[config.mk]
export PLATFORM = sky130hd
export DESIGN_NAME = chirp_result_writer
export DESIGN_NICKNAME = d
export VERILOG_FILES = /design/src/rtl/chirp_writer_pkg.sv /design/src/rtl/cw_fifo.sv /design/src/rtl/chirp_result_writer.sv
export SDC_FILE = /design/constraint.sdc
export NUM_CORES = 1
export LEC_CHECK = 0
export CAP_MARGIN = 20
export CORE_MARGIN = 5
export CORE_UTILIZATION = 25
export DETAILED_ROUTE_END_ITERATION = 6
export SLEW_MARGIN = 15
export SYNTH_ARGS = -nofsm -noshare
export SYNTH_HDL_FRONTEND = slang
export SYNTH_SLANG_ARGS = --single-unit
[constraint.sdc]
create_clock -name clk -period 19.57 [get_ports clk]
set_input_delay 4.8925 -clock clk [delete_from_list [all_inputs] [get_ports clk]]
set_output_delay 4.8925 -clock clk [all_outputs]
set_load 0.02 [all_outputs]
[src/rtl/chirp_writer_pkg.sv]
// Shared types and constants for the chirp result writer and its elastic buffer.
package chirp_writer_pkg;

  typedef enum logic [1:0] {
    ST_IDLE  = 2'd0,
    ST_RUN   = 2'd1,
    ST_FLUSH = 2'd2
  } state_e;

  localparam int FIFO_DEPTH_DEFAULT = 4;
  localparam int BEAT_CNT_W         = 11;
  localparam int CHIRP_CNT_W        = 10;

  typedef logic [BEAT_CNT_W-1:0]  beat_cnt_t;
  typedef logic [CHIRP_CNT_W-1:0] chirp_cnt_t;

  function automatic logic last_beat(input beat_cnt_t idx, input beat_cnt_t cnt);
    return idx == (cnt - BEAT_CNT_W'(1));
  endfunction

  function automatic logic last_chirp(input chirp_cnt_t idx, input chirp_cnt_t cnt);
    return idx == (cnt - CHIRP_CNT_W'(1));
  endfunction

endpackage

[src/rtl/cw_fifo.sv]
// Elastic buffer for processed beats: synchronous push/pop, head word held in
// its own register so the RAM write data never comes from the storage mux.
module cw_fifo
  import chirp_writer_pkg::*;
#(
  parameter int WIDTH = 128,
  parameter int DEPTH = FIFO_DEPTH_DEFAULT
) (
  input  logic             clk,
  input  logic             rst,
  input  logic             i_push,
  input  logic [WIDTH-1:0] i_wr_data,
  input  logic             i_pop,
  output logic [WIDTH-1:0] o_rd_data,
  output logic             o_empty,
  output logic             o_full
);

  localparam int PTR_W = (DEPTH > 1) ? $clog2(DEPTH) : 1;

  logic [WIDTH-1:0] mem_q [DEPTH];
  logic [PTR_W-1:0] wr_ptr_q, wr_ptr_d;
  logic [PTR_W-1:0] rd_ptr_q, rd_ptr_d;
  logic [PTR_W-1:0] rd_ptr_nxt;
  logic [PTR_W:0]   count_q, count_d;
  logic [WIDTH-1:0] head_q, head_d;
  logic             do_push, do_pop;

  assign o_empty    = (count_q == '0);
  assign o_full     = (count_q == (PTR_W+1)'(DEPTH));
  assign o_rd_data  = head_q;
  assign rd_ptr_nxt = rd_ptr_q + PTR_W'(1);

  // A pop frees a slot in the same cycle, so a full buffer still accepts a push.
  assign do_pop  = i_pop && !o_empty;
  assign do_push = i_push && (!o_full || do_pop);

  always_comb begin
    // NOTE: every always_comb output gets a default first so no path infers a latch.
    wr_ptr_d = wr_ptr_q;
    rd_ptr_d = rd_ptr_q;
    count_d  = count_q;
    head_d   = head_q;

    if (do_push) wr_ptr_d = wr_ptr_q + PTR_W'(1);
    if (do_pop)  rd_ptr_d = rd_ptr_nxt;

    case ({do_push, do_pop})
      2'b10:   count_d = count_q + (PTR_W+1)'(1);
      2'b01:   count_d = count_q - (PTR_W+1)'(1);
      default: count_d = count_q;
    endcase

    if (do_pop) begin
      if (count_q > (PTR_W+1)'(1)) head_d = mem_q[rd_ptr_nxt];
      else if (do_push)            head_d = i_wr_data;
    end else if (do_push && o_empty) begin
      head_d = i_wr_data;
    end
  end

  always_ff @(posedge clk or posedge rst) begin
    if (rst) begin
      wr_ptr_q <= '0;
      rd_ptr_q <= '0;
      count_q  <= '0;
      head_q   <= '0;
    end else begin
      wr_ptr_q <= wr_ptr_d;
      rd_ptr_q <= rd_ptr_d;
      count_q  <= count_d;
      head_q   <= head_d;
    end
  end

  // NOTE: storage is not reset; count_q alone decides which entries are valid.
  always_ff @(posedge clk) begin
    if (do_push) mem_q[wr_ptr_q] <= i_wr_data;
  end

endmodule

[src/rtl/chirp_result_writer.sv]
// Writes one frame of processed chirp beats into RAM: buffers the non-stallable
// upstream, generates chirp-strided addresses and reports chirp/frame completion.
module chirp_result_writer
  import chirp_writer_pkg::*;
#(
  parameter int DATA_WIDTH = 128,
  parameter int ADDR_WIDTH = 16,
  parameter int FIFO_DEPTH = FIFO_DEPTH_DEFAULT
) (
  input  logic                  clk,
  input  logic                  rst,
  input  logic                  i_start,
  input  logic [BEAT_CNT_W-1:0] i_beat_cnt,
  input  logic [CHIRP_CNT_W-1:0] i_chirp_cnt,
  input  logic [ADDR_WIDTH-1:0] i_base_addr,
  input  logic [ADDR_WIDTH-1:0] i_chirp_stride,
  input  logic [DATA_WIDTH-1:0] i_y0,
  input  logic                  i_y0_valid,
  input  logic                  i_wr_ready,
  output logic                  o_wr_en,
  output logic [ADDR_WIDTH-1:0] o_wr_addr,
  output logic [DATA_WIDTH-1:0] o_wr_data,
  output logic                  o_busy,
  output logic                  o_chirp_done,
  output logic                  o_frame_done,
  output logic                  o_ovf,
  output logic                  o_unexp
);

  state_e                state_q, state_d;
  beat_cnt_t             beat_cnt_q, beat_cnt_d;
  chirp_cnt_t            chirp_cnt_q, chirp_cnt_d;
  logic [ADDR_WIDTH-1:0] stride_q, stride_d;
  beat_cnt_t             in_beat_q, in_beat_d;
  chirp_cnt_t            in_chirp_q, in_chirp_d;
  beat_cnt_t             out_beat_q, out_beat_d;
  chirp_cnt_t            out_chirp_q, out_chirp_d;
  logic [ADDR_WIDTH-1:0] chirp_start_q, chirp_start_d;
  logic [ADDR_WIDTH-1:0] addr_q, addr_d;
  logic                  ovf_q, ovf_d;
  logic                  unexp_q, unexp_d;
  logic                  chirp_done_q, chirp_done_d;
  logic                  frame_done_q, frame_done_d;

  logic                  fifo_empty, fifo_full;
  logic [DATA_WIDTH-1:0] fifo_head;
  logic                  wr_fire, push_ok;
  logic                  in_last_beat, in_last, out_last_beat, out_last;

  // The buffer head is the pending RAM write, so o_wr_en is simply "not empty".
  assign wr_fire       = !fifo_empty && i_wr_ready;
  assign push_ok       = (state_q == ST_RUN) && i_y0_valid && (!fifo_full || wr_fire);
  assign in_last_beat  = last_beat(in_beat_q, beat_cnt_q);
  assign in_last       = in_last_beat && last_chirp(in_chirp_q, chirp_cnt_q);
  assign out_last_beat = last_beat(out_beat_q, beat_cnt_q);
  assign out_last      = out_last_beat && last_chirp(out_chirp_q, chirp_cnt_q);

  cw_fifo #(
    .WIDTH (DATA_WIDTH),
    .DEPTH (FIFO_DEPTH)
  ) u_fifo (
    .clk       (clk),
    .rst       (rst),
    .i_push    (push_ok),
    .i_wr_data (i_y0),
    .i_pop     (wr_fire),
    .o_rd_data (fifo_head),
    .o_empty   (fifo_empty),
    .o_full    (fifo_full)
  );

  always_comb begin
    state_d       = state_q;
    beat_cnt_d    = beat_cnt_q;
    chirp_cnt_d   = chirp_cnt_q;
    stride_d      = stride_q;
    in_beat_d     = in_beat_q;
    in_chirp_d    = in_chirp_q;
    out_beat_d    = out_beat_q;
    out_chirp_d   = out_chirp_q;
    chirp_start_d = chirp_start_q;
    addr_d        = addr_q;
    ovf_d         = ovf_q;
    unexp_d       = unexp_q;
    chirp_done_d  = 1'b0;
    frame_done_d  = 1'b0;

    // Address follows the write side; the chirp-start accumulator replaces chirp_idx*stride.
    if (wr_fire) begin
      chirp_done_d = out_last_beat;
      frame_done_d = out_last;
      if (out_last_beat) begin
        out_beat_d    = '0;
        out_chirp_d   = out_chirp_q + CHIRP_CNT_W'(1);
        chirp_start_d = chirp_start_q + stride_q;
        addr_d        = chirp_start_q + stride_q;
      end else begin
        out_beat_d = out_beat_q + BEAT_CNT_W'(1);
        addr_d     = addr_q + ADDR_WIDTH'(1);
      end
    end

    if (push_ok) begin
      if (in_last_beat) begin
        in_beat_d  = '0;
        in_chirp_d = in_chirp_q + CHIRP_CNT_W'(1);
      end else begin
        in_beat_d = in_beat_q + BEAT_CNT_W'(1);
      end
    end

    case (state_q)
      ST_IDLE: begin
        if (i_start) begin
          state_d       = ST_RUN;
          beat_cnt_d    = i_beat_cnt;
          chirp_cnt_d   = i_chirp_cnt;
          stride_d      = i_chirp_stride;
          chirp_start_d = i_base_addr;
          addr_d        = i_base_addr;
          in_beat_d     = '0;
          in_chirp_d    = '0;
          out_beat_d    = '0;
          out_chirp_d   = '0;
          ovf_d         = 1'b0;
          unexp_d       = 1'b0;
        end
      end
      ST_RUN:   if (push_ok && in_last)  state_d = ST_FLUSH;
      ST_FLUSH: if (wr_fire && out_last) state_d = ST_IDLE;
      default:  state_d = ST_IDLE;
    endcase

    // A beat landing in the start cycle still counts as unexpected.
    if (i_y0_valid) begin
      if (state_q != ST_RUN) unexp_d = 1'b1;
      else if (!push_ok)     ovf_d   = 1'b1;
    end
  end

  // NOTE: sequential state uses non-blocking assignments only.
  always_ff @(posedge clk or posedge rst) begin
    if (rst) begin
      state_q       <= ST_IDLE;
      beat_cnt_q    <= '0;
      chirp_cnt_q   <= '0;
      stride_q      <= '0;
      in_beat_q     <= '0;
      in_chirp_q    <= '0;
      out_beat_q    <= '0;
      out_chirp_q   <= '0;
      chirp_start_q <= '0;
      addr_q        <= '0;
      ovf_q         <= 1'b0;
      unexp_q       <= 1'b0;
      chirp_done_q  <= 1'b0;
      frame_done_q  <= 1'b0;
    end else begin
      state_q       <= state_d;
      beat_cnt_q    <= beat_cnt_d;
      chirp_cnt_q   <= chirp_cnt_d;
      stride_q      <= stride_d;
      in_beat_q     <= in_beat_d;
      in_chirp_q    <= in_chirp_d;
      out_beat_q    <= out_beat_d;
      out_chirp_q   <= out_chirp_d;
      chirp_start_q <= chirp_start_d;
      addr_q        <= addr_d;
      ovf_q         <= ovf_d;
      unexp_q       <= unexp_d;
      chirp_done_q  <= chirp_done_d;
      frame_done_q  <= frame_done_d;
    end
  end

  assign o_wr_en      = !fifo_empty;
  assign o_wr_addr    = addr_q;
  assign o_wr_data    = fifo_head;
  assign o_busy       = (state_q != ST_IDLE);
  assign o_chirp_done = chirp_done_q;
  assign o_frame_done = frame_done_q;
  assign o_ovf        = ovf_q;
  assign o_unexp      = unexp_q;

endmodule
Word-level counts from Yosys, hierarchy flattened:

Memory sizes are Yosys's and may differ from the RTL's.
Cells that the tools add are included.

* latch bits: 0
* logic and storage cells: 114
* RAM bits: 512
* bits of input ports: 186
* ROM bits: 0
* memories kept: 1
* output and inout bits: 150
* register bits: 252

* multipliers: 0
* multiplexer cells: 46
* $lt $le $gt $ge: 1
* shift operators: 0
* divide/modulo/power cells: 0
* bitwise gates (word level): 0
* add/sub/neg operators: 12
* reduce and logical (&&, ||, !) cells: 22
* equal/unequal tests: 14

Memory list
* u_fifo.mem_q: depth 4, bits a word 128, read ports 1, clocked after memory_dff 0, wr ports 1, line cw_fifo.sv:21 `logic [WIDTH-1:0] mem_q [DEPTH];`

Operators by type and width (count)
* 2-to-1 mux 128 bit: 4
* 2-to-1 mux 16 bit: 8
* 2-to-1 mux 11 bit: 8
* 2-to-1 mux 10 bit: 8
* adder 11 x 1 -> 11 bit (second input constant): 2
* equality test 11 bit: 2
* adder 10 x 1 -> 10 bit (second input constant): 2
* equality test 10 bit: 2
* adder 16 x 1 -> 16 bit (second input constant): 1
* adder 16 bit: 1
* 2-to-1 mux 1 bit: 13
* subtractor 11 x 1 -> 11 bit (second input constant): 1
* logical AND 1 bit: 10
* subtractor 10 x 1 -> 10 bit (second input constant): 1
* 2-to-1 mux 2 bit: 3
* case mux 2 bit (3 select lines): 1
* case mux 3 bit (2 select lines): 1
* nonzero test 2 bit: 3
* adder 2 x 1 -> 2 bit (second input constant): 2
* equality test 2 x 1 -> 1 bit (second input constant): 2
* equality test 2 bit (second input constant): 2
* inequality test 2 x 1 -> 1 bit (second input constant): 2
* inequality test 2 bit (second input constant): 2
* AND reduction 2 bit: 2
* other kinds (10): 12

Depth between registers and ports, before layout:

Gate-level depths: netlist of the first run.

* depth in word-level cells: 9
* gate-level depth with buffers: 12
* gate-level depth less buffers: 10

Hierarchy:

From an unflattened synthesis of the first run, not the netlist that was laid out.

* cell total of the unflattened synthesis: 2011
* area total of the unflattened synthesis: 33681.1 sq um

Modules (own cells, without submodules)
* cw_fifo: area an instance 26157.6 sq um, cells each 1141, instances 1, sequential area each 18753.0 sq um
* chirp_result_writer: area an instance 7523.5 sq um, cells each 870, instances 1, sequential area each 2927.8 sq um

Worst setup path after synthesis of the first run:

No wires, ideal clock.

* path kind: input to register
* start: in i_y0_valid
* end: mem u_fifo.mem_q[0][0] (enable)
* setup slack: 10454 ps
* library setup time: 502 ps
* stages: 5
* buffers on the path: 2
* required time: 19068 ps
* arrival: 8614 ps
* cell sequence: nor2b_1 > and3_1 > clkbuf_1 > clkbuf_1 > and2_1

* word-level cells in the longest chain between the ends: 5

RTL lines
* start: declaration: line chirp_result_writer.sv:18 `input logic i_y0_valid,`
* logical AND 1 bit (2 in series): line chirp_result_writer.sv:52 `assign push_ok = (state_q == ST_RUN) && i_y0_valid && (!fifo_full || wr_fire);`
* logical AND 1 bit: line cw_fifo.sv:36 `assign do_push = i_push && (!o_full || do_pop);`
* 2-to-1 mux 1 bit: line cw_fifo.sv:78 `if (do_push) mem_q[wr_ptr_q] <= i_wr_data;`
* 2-to-1 mux 1 bit (implied by the code): line cw_fifo.sv:78
* end: declaration: line cw_fifo.sv:21

Every way passes these cells.

Final worst setup path of the first run:

* start: in i_wr_ready
* end: reg u_fifo.head_q[104] (netlist: u_fifo.o_rd_data[104])

* word-level cells in the longest chain between the ends: 7
* elaborated cells on any way between the ends: 11
* classes of those cells: eq/ne (1); mux (1); reduce/logical (9)

RTL lines
* start: declaration: line chirp_result_writer.sv:19 `input logic i_wr_ready,`
* logical AND 1 bit (*): line chirp_result_writer.sv:51 `assign wr_fire = !fifo_empty && i_wr_ready;`
* logical OR 1 bit or logical AND 1 bit (tied branches): line chirp_result_writer.sv:52, cw_fifo.sv:35
* logical AND 1 bit or logical OR 1 bit (tied branches): line chirp_result_writer.sv:52, cw_fifo.sv:36
* logical AND 1 bit: line cw_fifo.sv:36
* logical AND 1 bit: line cw_fifo.sv:57 `end else if (do_push && o_empty) begin`
* nonzero test 2 bit (no line)
* AND reduction 2 bit (no line)
* end signal: assignment: line cw_fifo.sv:67 `head_q <= '0;`
* end signal: assignment: line cw_fifo.sv:72 `head_q <= head_d;`
* end: declaration: line cw_fifo.sv:26 `logic [WIDTH-1:0] head_q, head_d;`

Mark *: on every way between the ends. The rest lies on a longest branch, timed or not.
A chain may end at the register's enable or synchronous reset.

==> flow_summary.toml, run 1 <==
[timing]
setup_slack_ns = 11.33
period_share_pct = 42.1
final.setup_skew_ns = 0.0419
relSlewSlack_pct = 31.9
worst_hold_slack_ns = 0.489
min_period_ns = 8.24
setup_viol_count_final = 0
drv_slew = 0
fin_setup_tns_ns = 0
worst_pin_slew_ns = 1.02
rsz0062_at_grt = "no"
hold_violations = 0
max_clock_freq_ghz = 0.121

[yosys]
syn_area_mm2 = 0.0319
ys_ff_latch = 764
ys_seq_area_share_pct = 68.0
netlist_instances = 2083
syn_nets = 2301
yosysUniqueCellTypes = 71
synth_edf_count = 512
syn_avg_cell_area_um2 = 15.3
async_flop_share_pct = 33.0
yosys_warnings = 0
synth-main-ff-cell = "edfxtp_1"

[worst_setup_path]
max_stage_delay_ns = 0.87
arrival_ns = 8.74
cp_top_family = "buffers and inverters"
startpoint_type = "input port"
worstPathMaxFanout = 96
reg2reg_slack_ns = 15.18
path_common_cell = "buf_4"
crit_required_ns = 20.07
worst-path-buf-inv = 4
worst_path_max_delay_cell = "buf_4"
worst_setup_path_end_kind = "flip-flop"
crit_path_cell_trace = "clkdlybuf4s50_1, nand3b_1, and3_1, inv_1, a21oi_4, buf_4, buf_4, a21oi_1"
worstSetupPathType = "in2reg"

[final_layout]
final_area_mm2 = 0.0402
stdcell_count = 4169
fin_util_pct = 31.6
drive_above_1_share_pct = 13.1
fin_nets = 2642
area_growth_pct = 26.2

[routing]
vias = 18800
drt_iter0_drc = 1205
via_per_inst = 4.51
routed_wl_um = 81700
first_pass_iters = 5
ant_nets = 0
remaining_drc_errors = 0
wl_per_cell_um = 19.6

[cts]
cts.sinks = 764
clock_latency_ns = 0.69
tritoncts = "built"
clockBufferDepth = 3
cts-buffers-inserted = 87
clk_pin_slew_ns = 0.06
root_buffer = "clkbuf_16"
postCtsSetupBuffers = 0
ctsHoldBuffers = 0
cts_resized = 0
htreeDepth = 3

[job]
cap_violations = 0

[run_status]
status = "complete, no violations"

[grt]
antenna_found_initial = 22
grt_pass1_vias = 19600
overflow = 0
grt_max_degree = 99
grt_pass1_wl_um = 126000
track_usage_pct = 12.0

[die]
die_area_mm2 = 0.135
die_y_um = 367
ios = 336
start_util_pct = 25.1
rows = 131
die-width_um = 367
core_mm2 = 0.127

[min_path]
min_path_type = "reg2reg"

[power_and_ir_drop]
leakagePower_nw = 14.9
power_density_mw_per_mm2 = 154
peakVddDrop_v = 0.000133
power_mw = 6.18

[placed_design]
place_congestion = 0.802
place_ws_ns = 10.57
hpwl_um = 51400
port_buffers = 335
dp_cells = 3997
place_area_mm2 = 0.0372
==> report_power, final <==
group	internal [mW]	switching, mW	total [mW]	leakage [nW]
combinational	0.937	1.10	2.04	5.75
clock	1.02	0.695	1.72	1.49
sequential	2.16	0.263	2.42	7.68
==> cells in the mapped netlist (all sizes together), types with 31 or more instances <==
cell type	count	area (um^2)
edfxtp	512	15400
dfrtp	252	6310
nor2	188	706
nand2	178	676
mux2i	151	1510
a21oi	150	751
mux4	128	2880
clkbuf	86	323
xnor2	57	499
o21ai	41	205
xor2	41	359
ha	31	388
==> per-layer routing <==
layer	GRT usage, %	vias to the layer above	share of wire [%]
met3	4.82	130	8.8
li1	-	8566	-
met4	2.70	24	1.9
met1	15.9	9540	45
met2	18.7	526	44
met5	0	-	0.19
==> layout make-up <==
| class | instances | area (um^2) |
|---|---|---|
| flip-flops and latches | 764 | 21700 |
| diodes | 9 | 22.5 |
| well taps | 1662 | 2080 |
| fillers | 12500 | 87000 |
| repair buffers | 357 | 3560 |
| clock inverters | 49 | 651 |
| clock buffers | 114 | 2410 |
| multi-input cells | 1192 | 9740 |
| inverters | 22 | 90.1 |
==> final timing paths <==
check / cells after the start / startpoint / to
worst max-delay path: 8 / i_wr_ready / u_fifo.o_rd_data[104]
worst min-delay path: 2 / stride_q[14] / stride_q[14]
worst max register to register: 11 / u_fifo.count_q[0] / u_fifo.o_rd_data[104]
worst min register to register: 2 / stride_q[14] / stride_q[14]
max in group asynchronous: 4 / rst / u_fifo.o_rd_data[104]
min in group asynchronous: 2 / rst / u_fifo.o_rd_data[120]
==> sequential cells by signal (all words and copies together), names as in the netlist, 2 cells and up <==
signal,flops
chirp_start_q,16
u_fifo.mem_q,512
in_chirp_q,10
state_q,2
u_fifo.o_rd_data,128
out_chirp_q,10
u_fifo.rd_ptr_q,2
in_beat_q,11
u_fifo.wr_ptr_q,2
stride_q,16
beat_cnt_q,11
chirp_cnt_q,10
out_beat_q,11
u_fifo.count_q,3
o_wr_addr,16
==> cells in the final DEF, fill, tap and decap left out, drive strengths merged, types with 13 or more instances in the layout <==
master	n
clkbuf	114
o21ai	41
mux2i	151
ha	31
nand2	178
buf	22
clkinv	25
xnor2	57
xor2	41
nor3	19
nand3	27
mux4	128
edfxtp	512
nor2	188
inv	29
dfrtp	252
and3	13
o211ai	16
a21oi	150
clkdlybuf4s50	335
==> cell families (layout without fill, tap and decap cells) <==
group | count (synthesis) | count (layout) | synth area share, %
xor+xnor | 104 | 104 | 3.12
buf+inv | 127 | 542 | 1.59
other cells | 0 | 9 | 0
mux | 281 | 281 | 13.9
simple gates | 513 | 513 | 7.31
compound gates | 262 | 262 | 4.85
fa+ha+maj | 32 | 32 | 1.28
flops | 764 | 764 | 68.0
==> worst register-to-register path: cells and delay by family, from the launching register on <==
kind	cells	cell delay [ns]
buffers and inverters	5	2.46
AOI/OAI and AO/OA	3	0.76
DFF	1	0.41
and+or+nand+nor	2	0.35
adders and majority gates	1	0.24
(Power assumes the default switching activity.)
==> run 2: changes to the inputs <==
==> constraint.sdc (replaced) <==
create_clock -name clk -period 8.3 [get_ports clk]
set_input_delay 2.075 -clock clk [delete_from_list [all_inputs] [get_ports clk]]
set_output_delay 2.075 -clock clk [all_outputs]
set_load 0.02 [all_outputs]
==> run 2 against run 1 <==
  * First-iteration DRC count grew 5.3%
  * Final cell count unchanged
  * Combinational power rose by 140%
  * Clock skew about the same
  * Critical path depth is 3 lower
  * Sequential share of layout area up 0.22 points
  * Clock-buffer cell count is 10 higher
  * Worst setup slack got worse by 7.5 ns
  * Wire length decreased by 0.22%
  * Sequential cell count stayed put
  * Worst hold slack worse by 0.0053 ns
  * Total power is 130% higher
  * Critical endpoint is now u_fifo.mem_q[2][116]
==> flow_summary.toml, run 2 (same netlist as run 1, synthesis figures left out) <==
[cts]
clk_pin_slew_ns = 0.06
clockBufferDepth = 3
cts-buffers-inserted = 87
root_buffer = "clkbuf_16"
postCtsSetupBuffers = 0
clock_latency_ns = 0.69
ctsHoldBuffers = 0
tritoncts = "built"
cts.sinks = 764
cts_resized = 0
htreeDepth = 3

[timing]
period_share_pct = 54.3
final.setup_skew_ns = 0.0414
max_clock_freq_ghz = 0.222
hold_violations = 0
min_period_ns = 4.50
worst_pin_slew_ns = 1.03
drv_slew = 0
relSlewSlack_pct = 30.7
setup_viol_count_final = 0
fin_setup_tns_ns = 0
rsz0062_at_grt = "no"

[final_layout]
final_common_cell = "edfxtp_1"
n_fill_cell = 12500
final-seq-area_mm2 = 0.0217
largest_reg_flops = 512
multiInputGateArea_mm2 = 0.00974
mostFrequentLayoutCells = "edfxtp_1 (512), clkdlybuf4s50_1 (335), dfrtp_1 (250), nor2_1 (187), nand2_1 (177)"
fin_util_pct = 31.5
area_growth_pct = 25.7
drive_above_1_share_pct = 12.3
fin_nets = 2638
top_register = "u_fifo.mem_q"

[grt]
overflow = 0
grt_pass1_vias = 19300
grt_max_degree = 153
grt_pass1_wl_um = 124000
track_usage_pct = 11.9
antenna_found_initial = 24

[die]
core_mm2 = 0.127
die_y_um = 367
start_util_pct = 25.1
ios = 336
die-width_um = 367
rows = 131
die_area_mm2 = 0.135

[routing]
drt_iter0_drc = 1269
routed_wl_um = 81500
ant_nets = 0
remaining_drc_errors = 0
wl_per_cell_um = 19.5
vias = 18600
first_pass_iters = 5
via_per_inst = 4.45

[worst_setup_path]
crit_path_cell_trace = "clkdlybuf4s50_1, nand3b_1, and3_1, and2_4, buf_12"
worst_setup_path_end_kind = "flip-flop"
startpoint_type = "input port"
worstSetupPathType = "in2reg"
cp_top_family = "simple AND/OR/NAND/NOR gates"
arrival_ns = 4.78
max_stage_delay_ns = 0.71
crit_required_ns = 8.58
worst_path_max_delay_cell = "and2_4"
worst-path-buf-inv = 2
worstPathMaxFanout = 90

[power_and_ir_drop]
peakVddDrop_v = 0.000232
leakagePower_nw = 14.8
power_density_mw_per_mm2 = 358

[placed_design]
hpwl_um = 50000
place_congestion = 0.813
port_buffers = 335

[min_path]
min_path_type = "reg2reg"

[job]
cap_violations = 0

[run_status]
status = "complete, no violations"
==> run 2: cell count changes in the layout (fill, tap and decap cells not counted), moves of 2 or more <==
cell       before  now
clkbuf_1       14   28
buf_12          3    9
bufinv_16      11    4
inv_6           6    2
diode_2         9   12
buf_4          19    9
clkinv_8        0    3
clkinv_2       16   14
clkbuf_8       13    8
==> run 2: stage by stage <==
step	area [um^2]	cells	hold slack (ns)	setup WS (ns)	power, mW
finish	40100	4169	0.484	3.80	14.3
global route	40000	4157	0.518	3.73	15.2
detailed placement	37200	3993	0.474	3.15	10.7
global placement	37200	3993	0.463	3.16	10.6
CTS	40000	4157	0.489	3.89	14.6
floorplan	31900	2083	0.452	2.00	8.81
==> run 2: routing by layer <==
metal | GRT usage [%] | up-vias | share of wire (%)
met4 | 2.99 | 24 | 2.2
met1 | 15.8 | 9325 | 45
li1 | - | 8550 | -
met3 | 5.00 | 151 | 8.9
met2 | 18.0 | 511 | 44
met5 | 0 | - | 0.21
==> run 2: layout make-up <==
cell class	count	share of cell area [%]
diodes	12	0.0749
clock buffers	124	6.03
clock inverters	40	1.07
inverters	22	0.215
multi-input cells	1192	24.3
flip-flops and latches	764	54.1
well taps	1662	5.19
repair buffers	353	8.99
==> run 2: final timing paths <==
kind	startpoint	endpoint	slack (ns)	cells after the start
setup / recovery	i_wr_ready	u_fifo.mem_q[2][116]	3.80	5
hold / removal	stride_q[5]	stride_q[5]	0.48	2
setup reg to reg	beat_cnt_q[0]	o_wr_addr[14]	4.59	10
hold reg to reg	stride_q[5]	stride_q[5]	0.48	2
max in group asynchronous	rst	u_fifo.o_rd_data[20]	4.84	4
min in group asynchronous	rst	u_fifo.o_rd_data[119]	2.02	3
==> run 2: worst reg2reg max path, delay by kind of cell, from the launching register on <==
| kind | cells | cell delay (ns) |
|---|---|---|
| compound gates | 3 | 0.69 |
| xor+xnor | 1 | 0.40 |
| fa+ha+maj | 1 | 0.45 |
| buf+inv | 2 | 0.49 |
| flops | 1 | 0.48 |
| simple gates | 3 | 1.05 |
==> run 2: where the power goes <==
group / internal, mW / leakage, nW / switching (mW) / total, mW
combinational: 2.23 / 5.75 / 2.67 / 4.90
clock: 2.18 / 1.37 / 1.62 / 3.80
sequential: 5.09 / 7.68 / 0.560 / 5.65
==> run 3: changes to the inputs <==
==> constraint.sdc (replaced) <==
create_clock -name clk -period 4.63 [get_ports clk]
set_input_delay 1.1575 -clock clk [delete_from_list [all_inputs] [get_ports clk]]
set_output_delay 1.1575 -clock clk [all_outputs]
set_load 0.02 [all_outputs]
==> run 3 against run 2 <==
  * Combinational power grew 84%
  * Largest power group unchanged
  * Via count grew 2.4%
  * Final area grew 1.5%
  * Final cell count grew 0.58%
==> flow_summary.toml, run 3 (same netlist as run 1, synthesis figures left out) <==
[final_layout]
mostFrequentLayoutCells = "edfxtp_1 (512), clkdlybuf4s50_1 (335), dfrtp_1 (250), nor2_1 (187), nand2_1 (177)"
top_register = "u_fifo.mem_q"
n_fill_cell = 12500
largest_reg_flops = 512
final_common_cell = "edfxtp_1"
fin_nets = 2667
drive_above_1_share_pct = 13.9
area_growth_pct = 27.5

[die]
rows = 131
core_mm2 = 0.127
ios = 336
start_util_pct = 25.1
die-width_um = 367
die_area_mm2 = 0.135
die_y_um = 367

[worst_setup_path]
worstRegToRegCells = 10
worstSetupPathType = "reg2reg"
arrival_ns = 4.08
worstPathMaxFanout = 30
crit_required_ns = 5.14
startpoint_type = "flip-flop"
reg2reg_from = "beat_cnt_q[0]"
worst_setup_path_end_kind = "flip-flop"
reg2reg_slack_ns = 1.06
worstReg2RegEnd = "o_wr_addr[14]"

[run_status]
status = "complete, no violations"

[grt]
grt_pass1_vias = 20000
track_usage_pct = 12.2
antenna_found_initial = 23
grt_max_degree = 103
grt_pass1_wl_um = 127000
overflow = 0

[power_and_ir_drop]
peakVddDrop_v = 0.000462
power_density_mw_per_mm2 = 651
power_mw = 26.5
leakagePower_nw = 15.1

[cts]
root_buffer = "clkbuf_16"
cts_resized = 0
cts.sinks = 764
htreeDepth = 3
ctsHoldBuffers = 0
clockBufferDepth = 3
postCtsSetupBuffers = 0
tritoncts = "built"
clock_latency_ns = 0.70
cts-buffers-inserted = 86
clk_pin_slew_ns = 0.06

[routing]
routed_wl_um = 82900
drt_iter0_drc = 1169
vias = 19000
ant_nets = 0
remaining_drc_errors = 0
first_pass_iters = 5
wl_per_cell_um = 19.8
via_per_inst = 4.53

[timing]
relSlewSlack_pct = 40.6
min_period_ns = 3.57
rsz0062_at_grt = "no"
max_clock_freq_ghz = 0.280
final.setup_skew_ns = 0.0588
hold_violations = 0
setup_viol_count_final = 0
period_share_pct = 77.1
worst_pin_slew_ns = 0.888
fin_setup_tns_ns = 0
drv_slew = 0

[placed_design]
port_buffers = 335
place_congestion = 0.823
hpwl_um = 53700

[min_path]
hold_start = "stride_q[2]"
hold_end = "stride_q[2]"
min_path_type = "reg2reg"
hold_depth = 2

[job]
cap_violations = 0
## run 3: cell count changes in the layout (fill, tap and decap cells not counted), moves of 2 or more
cell / delta
clkbuf_1: -12
clkbuf_8: +2
diode_2: -4
buf_12: +13
clkinv_1: -2
buf_4: +17
clkinvlp_4: +5
bufinv_16: +7
## run 3: worst max-delay path by stage
stage	slack [ns]	endpoint	startpoint
2_1_floorplan	0.16	beat_cnt_q[0]	rst
3_5_place_dp	0.89	u_fifo.o_rd_data[19]	i_wr_ready
5_1_grt	0.79	o_wr_addr[14]	beat_cnt_q[0]
3_3_place_gp	0.99	u_fifo.mem_q[2][96]	i_wr_ready
6_report	1.06	o_wr_addr[14]	beat_cnt_q[0]
4_1_cts	1.09	o_wr_addr[14]	beat_cnt_q[0]
## run 3: routing by layer
layer	GRT usage [%]	up-vias	wire, um
met5	0	-	138
met4	2.82	22	1680
met3	4.45	128	6530
met2	18.1	557	35800
met1	16.9	9688	38700
li1	-	8614	-
## run 3: per-stage QoR
| stage | area [um^2] | setup slack [ns] | hold WS, ns | std cells | util, % |
|---|---|---|---|---|---|
| after floorplan | 31900 | 0.157 | 0.452 | 2083 | - |
| final | 40700 | 1.06 | 0.486 | 4193 | 32.0 |
| after detailed placement | 37600 | 0.892 | 0.469 | 4023 | 29.5 |
| after global routing | 40600 | 0.790 | 0.509 | 4186 | 32.0 |
| after CTS | 40600 | 1.09 | 0.490 | 4185 | 32.0 |
| after global placement | 37600 | 0.985 | 0.475 | 4023 | 29.5 |
## run 3: power breakdown
group,switching (mW),internal [mW]
Clock,2.97,4.30
Sequential,1.09,9.12
Combinational,4.82,4.18
## run 3: critical path: stages (launching register included)
cell and delay, ns:
dfrtp_1 0.47, inv_1 0.11, ha_1 0.41, xor3_1 0.40, nor3_1 0.17, o2111ai_1 0.21
nor4b_4 0.50, o211ai_1 0.16, buf_4 0.32, nor4_1 0.49, o31ai_1 0.13
## run 3: area by class of cell
cell class | count | area [um^2] | share of cell area [%]
Clock buffer | 113 | 2370 | 5.84
Multi-Input combinational cell | 1192 | 9740 | 23.9
Sequential cell | 764 | 21700 | 53.3
Timing Repair Buffer | 383 | 3990 | 9.81
Clock inverter | 49 | 689 | 1.70
Antenna cell | 8 | 20.0 | 0.0492
Inverter | 22 | 86.3 | 0.212
Tap cell | 1662 | 2080 | 5.11
